[config.mk]
export PLATFORM = sky130hd
export DESIGN_NAME = maxnet_datapath
export DESIGN_NICKNAME = d
export VERILOG_FILES = /design/src/rtl/maxnet_datapath.sv
export SDC_FILE = /design/constraint.sdc
export NUM_CORES = 1
export LEC_CHECK = 0
export ABC_CLOCK_PERIOD_IN_PS = 11800
export CORE_ASPECT_RATIO = 1.25
export CORE_MARGIN = 4
export CORE_UTILIZATION = 50
export CTS_CLUSTER_DIAMETER = 50
export DETAILED_ROUTE_END_ITERATION = 10
export GPL_TIMING_DRIVEN = 0
export HOLD_SLACK_MARGIN = 0.02
export PLACE_DENSITY = 0.72
export SLEW_MARGIN = 20
export SYNTH_ARGS = -nofsm -noshare
export SYNTH_HDL_FRONTEND = slang
export SYNTH_SLANG_ARGS = --single-unit
[constraint.sdc]
create_clock -name clk -period 11.8 [get_ports clk]
set_input_delay 1.77 -clock clk [delete_from_list [all_inputs] [get_ports clk]]
set_output_delay 1.77 -clock clk [all_outputs]
set_load 0.01 [all_outputs]
[src/rtl/maxnet_datapath.sv]
// maxnet_datapath: arithmetic stage under the Maxnet controller.
// Holds N unsigned activations. Each controller pass runs one
// lateral-inhibition iteration:
//   prod[i] = (a[i]*EPS) >> EPS_FRAC
//   sum[i]  = a[i] - sum_{j!=i} prod[j]
//   a[i]    = ReLU(sum[i])
// It also flags convergence and captures the winning neuron on done.
// Ports:
//   clk          rising-edge clock
//   rst          asynchronous, active-low reset
//   load_a       activation register write enable
//   load_sel     1 = load in_vec, 0 = load computed activations
//   done         capture winner index/value
//   in_vec       initial activations, neuron i at [i*DATA_W +: DATA_W]
//   is_finished  convergence flag (combinational from registered state)
//   winner_idx   captured winner index
//   winner_val   captured winner activation
//   result_valid winner_idx / winner_val are valid
module maxnet_datapath #(
  parameter int N        = 4,
  parameter int DATA_W   = 8,
  parameter int EPS      = 64,
  parameter int EPS_FRAC = 8,
  localparam int IDX_W   = $clog2(N)
) (
  input  logic                clk,
  input  logic                rst,
  input  logic                load_a,
  input  logic                load_sel,
  input  logic                done,
  input  logic [N*DATA_W-1:0] in_vec,
  output logic                is_finished,
  output logic [IDX_W-1:0]    winner_idx,
  output logic [DATA_W-1:0]   winner_val,
  output logic                result_valid
);

  localparam int SUM_W = DATA_W + IDX_W + 1;
  localparam int MUL_W = DATA_W + 32;
  localparam logic [31:0] EPS_C = 32'(EPS);

  logic [DATA_W-1:0]       a_r      [N];
  logic [DATA_W-1:0]       prod_r   [N];
  logic signed [SUM_W-1:0] sum_r    [N];
  logic                    changed_r;

  logic [DATA_W-1:0]       prod_next_s [N];
  logic signed [SUM_W-1:0] sum_next_s  [N];
  logic [DATA_W-1:0]       relu_s      [N];
  logic [DATA_W-1:0]       a_next_s    [N];
  logic                    diff_s;
  logic [IDX_W:0]          nz_cnt_s;
  logic [IDX_W-1:0]        best_idx_s;
  logic [DATA_W-1:0]       best_val_s;

  // Stage 1 product: scale by EPS and drop the fractional bits.
  always_comb begin
    for (int i = 0; i < N; i++) begin
      prod_next_s[i] = DATA_W'((MUL_W'(a_r[i]) * MUL_W'(EPS_C)) >> EPS_FRAC);
    end
  end

  // Stage 2 inhibition: own activation minus every other neuron's product.
  always_comb begin
    for (int i = 0; i < N; i++) begin
      sum_next_s[i] = $signed({{(SUM_W-DATA_W){1'b0}}, a_r[i]});
      for (int j = 0; j < N; j++) begin
        if (j != i) begin
          sum_next_s[i] = sum_next_s[i] - $signed({{(SUM_W-DATA_W){1'b0}}, prod_r[j]});
        end else begin
          sum_next_s[i] = sum_next_s[i];
        end
      end
    end
  end

  // ReLU plus activation write-back mux. sum never exceeds a, so the
  // saturating branch is purely defensive.
  always_comb begin
    diff_s = 1'b0;
    for (int i = 0; i < N; i++) begin
      if (sum_r[i][SUM_W-1]) begin
        relu_s[i] = '0;
      end else if (|sum_r[i][SUM_W-2:DATA_W]) begin
        relu_s[i] = '1;
      end else begin
        relu_s[i] = sum_r[i][DATA_W-1:0];
      end
      if (load_sel) begin
        a_next_s[i] = in_vec[i*DATA_W +: DATA_W];
      end else begin
        a_next_s[i] = relu_s[i];
      end
      if (relu_s[i] != a_r[i]) begin
        diff_s = 1'b1;
      end else begin
        diff_s = diff_s;
      end
    end
  end

  // Nonzero count and argmax (strict > keeps the lowest index on ties).
  always_comb begin
    nz_cnt_s   = '0;
    best_idx_s = '0;
    best_val_s = a_r[0];
    for (int i = 0; i < N; i++) begin
      if (a_r[i] != '0) begin
        nz_cnt_s = nz_cnt_s + (IDX_W+1)'(1);
      end else begin
        nz_cnt_s = nz_cnt_s;
      end
      if (a_r[i] > best_val_s) begin
        best_val_s = a_r[i];
        best_idx_s = IDX_W'(i);
      end else begin
        best_val_s = best_val_s;
      end
    end
  end

  // A frozen activation set (changed=0) also counts as finished so that
  // truncation-locked ties cannot livelock the controller.
  assign is_finished = (nz_cnt_s <= (IDX_W+1)'(1)) || !changed_r;

  // Datapath registers: pipeline every cycle, activations only on load_a.
  always_ff @(posedge clk or negedge rst) begin
    if (!rst) begin
      for (int i = 0; i < N; i++) begin
        a_r[i]    <= '0;
        prod_r[i] <= '0;
        sum_r[i]  <= '0;
      end
      changed_r <= 1'b0;
    end else begin
      for (int i = 0; i < N; i++) begin
        prod_r[i] <= prod_next_s[i];
        sum_r[i]  <= sum_next_s[i];
        if (load_a) begin
          a_r[i] <= a_next_s[i];
        end
      end
      if (load_a) begin
        changed_r <= load_sel ? 1'b1 : diff_s;
      end
    end
  end

  // Result capture: a fresh input load invalidates the result and wins over done.
  always_ff @(posedge clk or negedge rst) begin
    if (!rst) begin
      winner_idx   <= '0;
      winner_val   <= '0;
      result_valid <= 1'b0;
    end else if (load_a && load_sel) begin
      result_valid <= 1'b0;
    end else if (done) begin
      winner_idx   <= best_idx_s;
      winner_val   <= best_val_s;
      result_valid <= 1'b1;
    end
  end

endmodule
== Word level (Yosys, flattened, before mapping) ==
Index checks and enable logic that the tools add are counted.

* Register bits: 112
* Bits of input ports: 37
* Output and inout bits: 12

* $add $sub $neg: 15
* $lt $le $gt $ge: 4
* Equality and inequality tests: 4
* Muxes and demuxes: 29
* Bitwise gates (word level): 1
* Reduce and logical (&&, ||, !) cells: 13

{| class="wikitable"
|+ Operators with widths
! operator !! number
|-
| 8-bit two-way mux || 15
|-
| 10-bit by 7-bit subtractor with 11-bit output || 4
|-
| 9-bit by 7-bit subtractor with 10-bit output || 4
|-
| 8-bit by 6-bit subtractor with 9-bit output || 4
|-
| 8-bit inequality test || 4
|-
| 8-bit nonzero test || 4
|-
| 8-bit > comparator || 3
|-
| 3-bit by 1-bit adder with 3-bit output, second input constant || 3
|-
| 1-bit two-way mux || 9
|-
| 3-bit two-way mux || 3
|-
| 2-bit OR reduction || 4
|-
| 2-bit two-way mux || 2
|-
| 3-bit by 1-bit less-or-equal comparator with 1-bit output, second input constant || 1
|-
| 2-bit AND reduction || 1
|-
| 2-bit nonzero test || 1
|-
| 1-bit logical AND || 1
|-
| 1-bit logical NOT || 1
|-
| 1-bit logical OR || 1
|-
| 1-bit NOT || 1
|}

== Logic depth before layout (Yosys ltp) ==
* Word-level depth: 10
* Depth in mapped cells: 22

== Least setup slack after synthesis ==
Ideal clock, no wire load.

* Path kind: register to register
* Start: register a_r[25] (netlist name)
* End: register winner_val[1]
* Library setup time: 0.121 ns
* Arrival time: 4.770 ns
* Data required time: 11.679 ns
* Setup slack: 6.909 ns
* Stages on the path, launching flop included: 22
* Buffers on the path: 2
* Clock period less this slack: 4.891 ns
* Cells stage by stage: dfrtp_1 inv_1 ha_1 nor2b_1 o211a_1 o21ai_1 nand3_1 and2_1 ha_1 and3_1 a221oi_1 a211o_1 buf_2 mux2_2 ha_1 a21oi_1 o21ai_0 o21a_1 or3_1 buf_2 o221a_1 a22o_1

* Longest elaborated chain between the ends: 6

{| class="wikitable"
|+ RTL lines
! what !! RTL line !! text
|-
| start: declaration || 42 || <nowiki>logic [DATA_W-1:0] a_r [N];</nowiki>
|-
| start signal: indexed assignment || 140 || <nowiki>a_r[i] <= a_next_s[i];</nowiki>
|-
| 8-bit > comparator || 113 || <nowiki>if (a_r[i] > best_val_s) begin</nowiki>
|-
| 8-bit two-way mux (*) || 113 ||
|-
| 8-bit > comparator || 113 ||
|-
| 8-bit two-way mux (*) || 113 ||
|-
| 8-bit > comparator || 113 ||
|-
| 8-bit two-way mux (*) || 113 ||
|-
| end signal: assignment || 159 || <nowiki>winner_val <= best_val_s;</nowiki>
|-
| end: declaration || 34 || <nowiki>output logic [DATA_W-1:0] winner_val,</nowiki>
|}

Mark *: on every way between the ends. The rest lies on a longest branch, timed or not.
A chain may end at the register's enable or synchronous reset.

== Worst setup path in the final report ==
* Start: register a_r[31] (netlist name)
* End: register winner_val[1]

Same word-level chain as after synthesis.

==> results.ini <==
[place]
gp_congestion=0.9651
post-dp-hpwl_um=20680
placed_cells=1218
io_buffers=47

[clock_network]
clk_latency_ns=0.36
root_buffer=clkbuf_16
clock_tree_from_tritoncts=yes
number_of_resized_instances_in_the_post_cts_repair_step=0
cts.sink_count=112
post_cts_buffers=0
path_clk_slew_ns=0.07
cts_hold_buf=0
cts_buffers=9
clk_path_buf_depth=2
cts_max_level=3

[synthesis]
yosysTopAreaCell=dfrtp_1
synth_sequential_area_ratio_pct=32.95
ys.flop_type=dfrtp_1
mappedNetlistNets=1093
synth_commonest_cells=dfrtp_1, inv_1, ha_1
synth_async_sr_flop_share_pct=100.0
yosys_register_bits=112
synthMostInstantiatedCell=dfrtp_1
number_of_enable_flip_flop_cells_after_synthesis=0
synth.distinct_cells=63
yosys_warnings=0
synth_top_area_share_pct=32.95
synth.cell_area_sq_um=8506
synthesis.instances=950
ys_top_cells_by_area=dfrtp_1, ha_1, fa_1
syn-mean-instance-area_sq_um=8.953

[routing]
via_per_inst=6.011
drc_errors=0
drt.antenna.violating_nets=0
route.final.wire_length_um=26350
detail_route.first_pass.iterations=5
via_count=7411
drt_iter0_drc=616
post_drt_wl_per_cell_um=21.37

[grt]
first_global_vias=7514
grt_first_pass_wirelength_um=40840
globalRouteOverflowTotal=0
grt_antenna_before_repair=0
grtUsageTotal_pct=27.71
grt_start_max_net_pins=75

[die]
core_area_sq_um=16780
dieWidth_um=124.7
initial_utilization_pct=50.70
floorplan.die_area_sq_um=19170
placement_rows=53
floorplan.io_pins=49
fp.dieH_um=153.8

[setup_path]
worst_path_most_repeated_cell=ha_1
crit_path_max_incr_delay_ns=0.65
critPathMaxFanout=10
worst_ep_required_time_ns=12.05
path_cells=inv_1 -> ha_1 -> nand4_1 -> nor2b_1 -> o21a_1 -> o21ai_0 -> and2_1 -> ha_1 -> and3_1 -> a221oi_1 -> a211o_1 -> buf_2 -> mux2_2 -> ha_1 -> a21oi_1 -> o21ai_0 -> o21a_1 -> nor3_2 -> nand3_1 -> a22o_1
timing.critical_path.to_type=register
crit_slowest_cell=dfrtp_1
endpoint_arrival_time_on_the_critical_path_ns=6.34
setup.worst_path.start_class=register
setup.worst_path.class=reg -> reg

[outcome]
status=finished, final reports clean

[cells_and_area]
antenna_cells_inserted=0
final.fill_count=1487
finalNetCount=1152
drive_above_1_share_pct=3.455
final_cell_count_no_fill=1233
area_growth_pct=12.46

[sta]
rsz_0062_raised_after_global_routing=no
final-max-slew-violation-count=0
final.period_utilization_pct=51.59
worst_pin_slew_ns=0.7319
final-hold-violation-count=0
relSlewSlack_pct=50.83
timing.clock.skew_ns=0.007514
clock.fmax_ghz=0.1643
final.min_clock_period_ns=6.088
tns_ns=0
report.final.setup_viol=0

[run]
cap_violations=0

[worst_hold_path]
hold_class=reg -> reg

logic make-up after synthesis:
logic type,share of synthesized area [%]
mux,1.162
fa+ha+maj,18.06
buf+inv,6.002
flops,32.95
simple gates,16.83
compound gates,19.74
xor+xnor,5.252
cells in the final DEF (no fill, tap or decap), types with 11 or more instances in the layout:
cell,netlist,final
and2_1,11,11
xor2_1,14,14
a21o_1,18,18
clkbuf_1,29,31
nand2_1,33,33
nand3_1,20,20
nor2_1,73,73
o21ai_0,56,56
nor4_1,11,11
a21oi_1,76,76
fa_1,28,28
clkdlybuf4s50_1,0,46
nor3_1,53,53
nand2b_1,20,20
inv_1,97,97
a31oi_1,17,17
ha_1,78,78
nor2b_1,16,16
xnor2_1,37,37
o21a_1,13,13
dfrtp_1,112,112
or3_1,11,11
per-stage QoR:
stage          utilization [%]  hold WS [ns]  area, sq um  worst slack [ns]
6_report                 57.01        0.4815         9565             5.712
5_1_grt                  57.01        0.5033         9565             5.514
3_3_place_gp             55.14        0.4615         9251             4.611
4_1_cts                  57.01        0.4889         9565             5.853
3_5_place_dp             55.31        0.4726         9280             5.899
2_1_floorplan                -        0.3781         8506             6.909
sequential cells by signal, summed over array words and instances, names as in the netlist:
name          flops
a_r              32
sum_r            44
winner_val        8
result_valid      1
winner_idx        2
changed_r         1
prod_r           24
per-layer routing:
metal	track usage [%]	vias up	share of wire [%]
met1	33.01	3528	39
met4	18.28	0	7.0
met3	3.162	96	5.7
met2	47.27	313	48
met5	0	-	0
li1	-	3474	-
path summary, 6_finish.rpt:
path | from | to | slack, ns | depth (start not counted)
worst max-delay path | a_r[31]$_DFFE_PN0P_ | winner_val[1]$_DFFE_PN0P_ | 5.71 | 20
worst min-delay path | winner_idx[1]$_DFFE_PN0P_ | winner_idx[1]$_DFFE_PN0P_ | 0.48 | 2
worst max register to register | a_r[31]$_DFFE_PN0P_ | winner_val[1]$_DFFE_PN0P_ | 5.71 | 20
worst min register to register | winner_idx[1]$_DFFE_PN0P_ | winner_idx[1]$_DFFE_PN0P_ | 0.48 | 2
max in group asynchronous | rst | sum_r[27]$_DFF_PN0_ | 9.78 | 2
min in group asynchronous | rst | a_r[11]$_DFFE_PN0P_ | 1.31 | 1
worst max-delay path, delay by kind of cell (launching register included):
| kind | cells | cell delay (ns) |
|---|---|---|
| compound gates | 8 | 1.80 |
| fa+ha+maj | 3 | 1.00 |
| buf+inv | 2 | 0.54 |
| flops | 1 | 0.65 |
| mux | 1 | 0.38 |
| simple gates | 6 | 1.62 |
final cells by class:
| type | instances | area [sq um] | area share, % |
|---|---|---|---|
| Inverter | 97 | 364.1 | 3.806 |
| Buffer | 36 | 146.4 | 1.530 |
| Multi-Input combinational cell | 705 | 5192 | 54.28 |
| Tap cell | 220 | 275.3 | 2.878 |
| Sequential cell | 112 | 2803 | 29.30 |
| Clock buffer | 11 | 232.7 | 2.433 |
| Timing Repair Buffer | 48 | 499.2 | 5.219 |
| Clock inverter | 4 | 52.55 | 0.5494 |
Power is not shown: default switching activity piles up to over one toggle a cycle in this logic, so the estimate is an artifact.
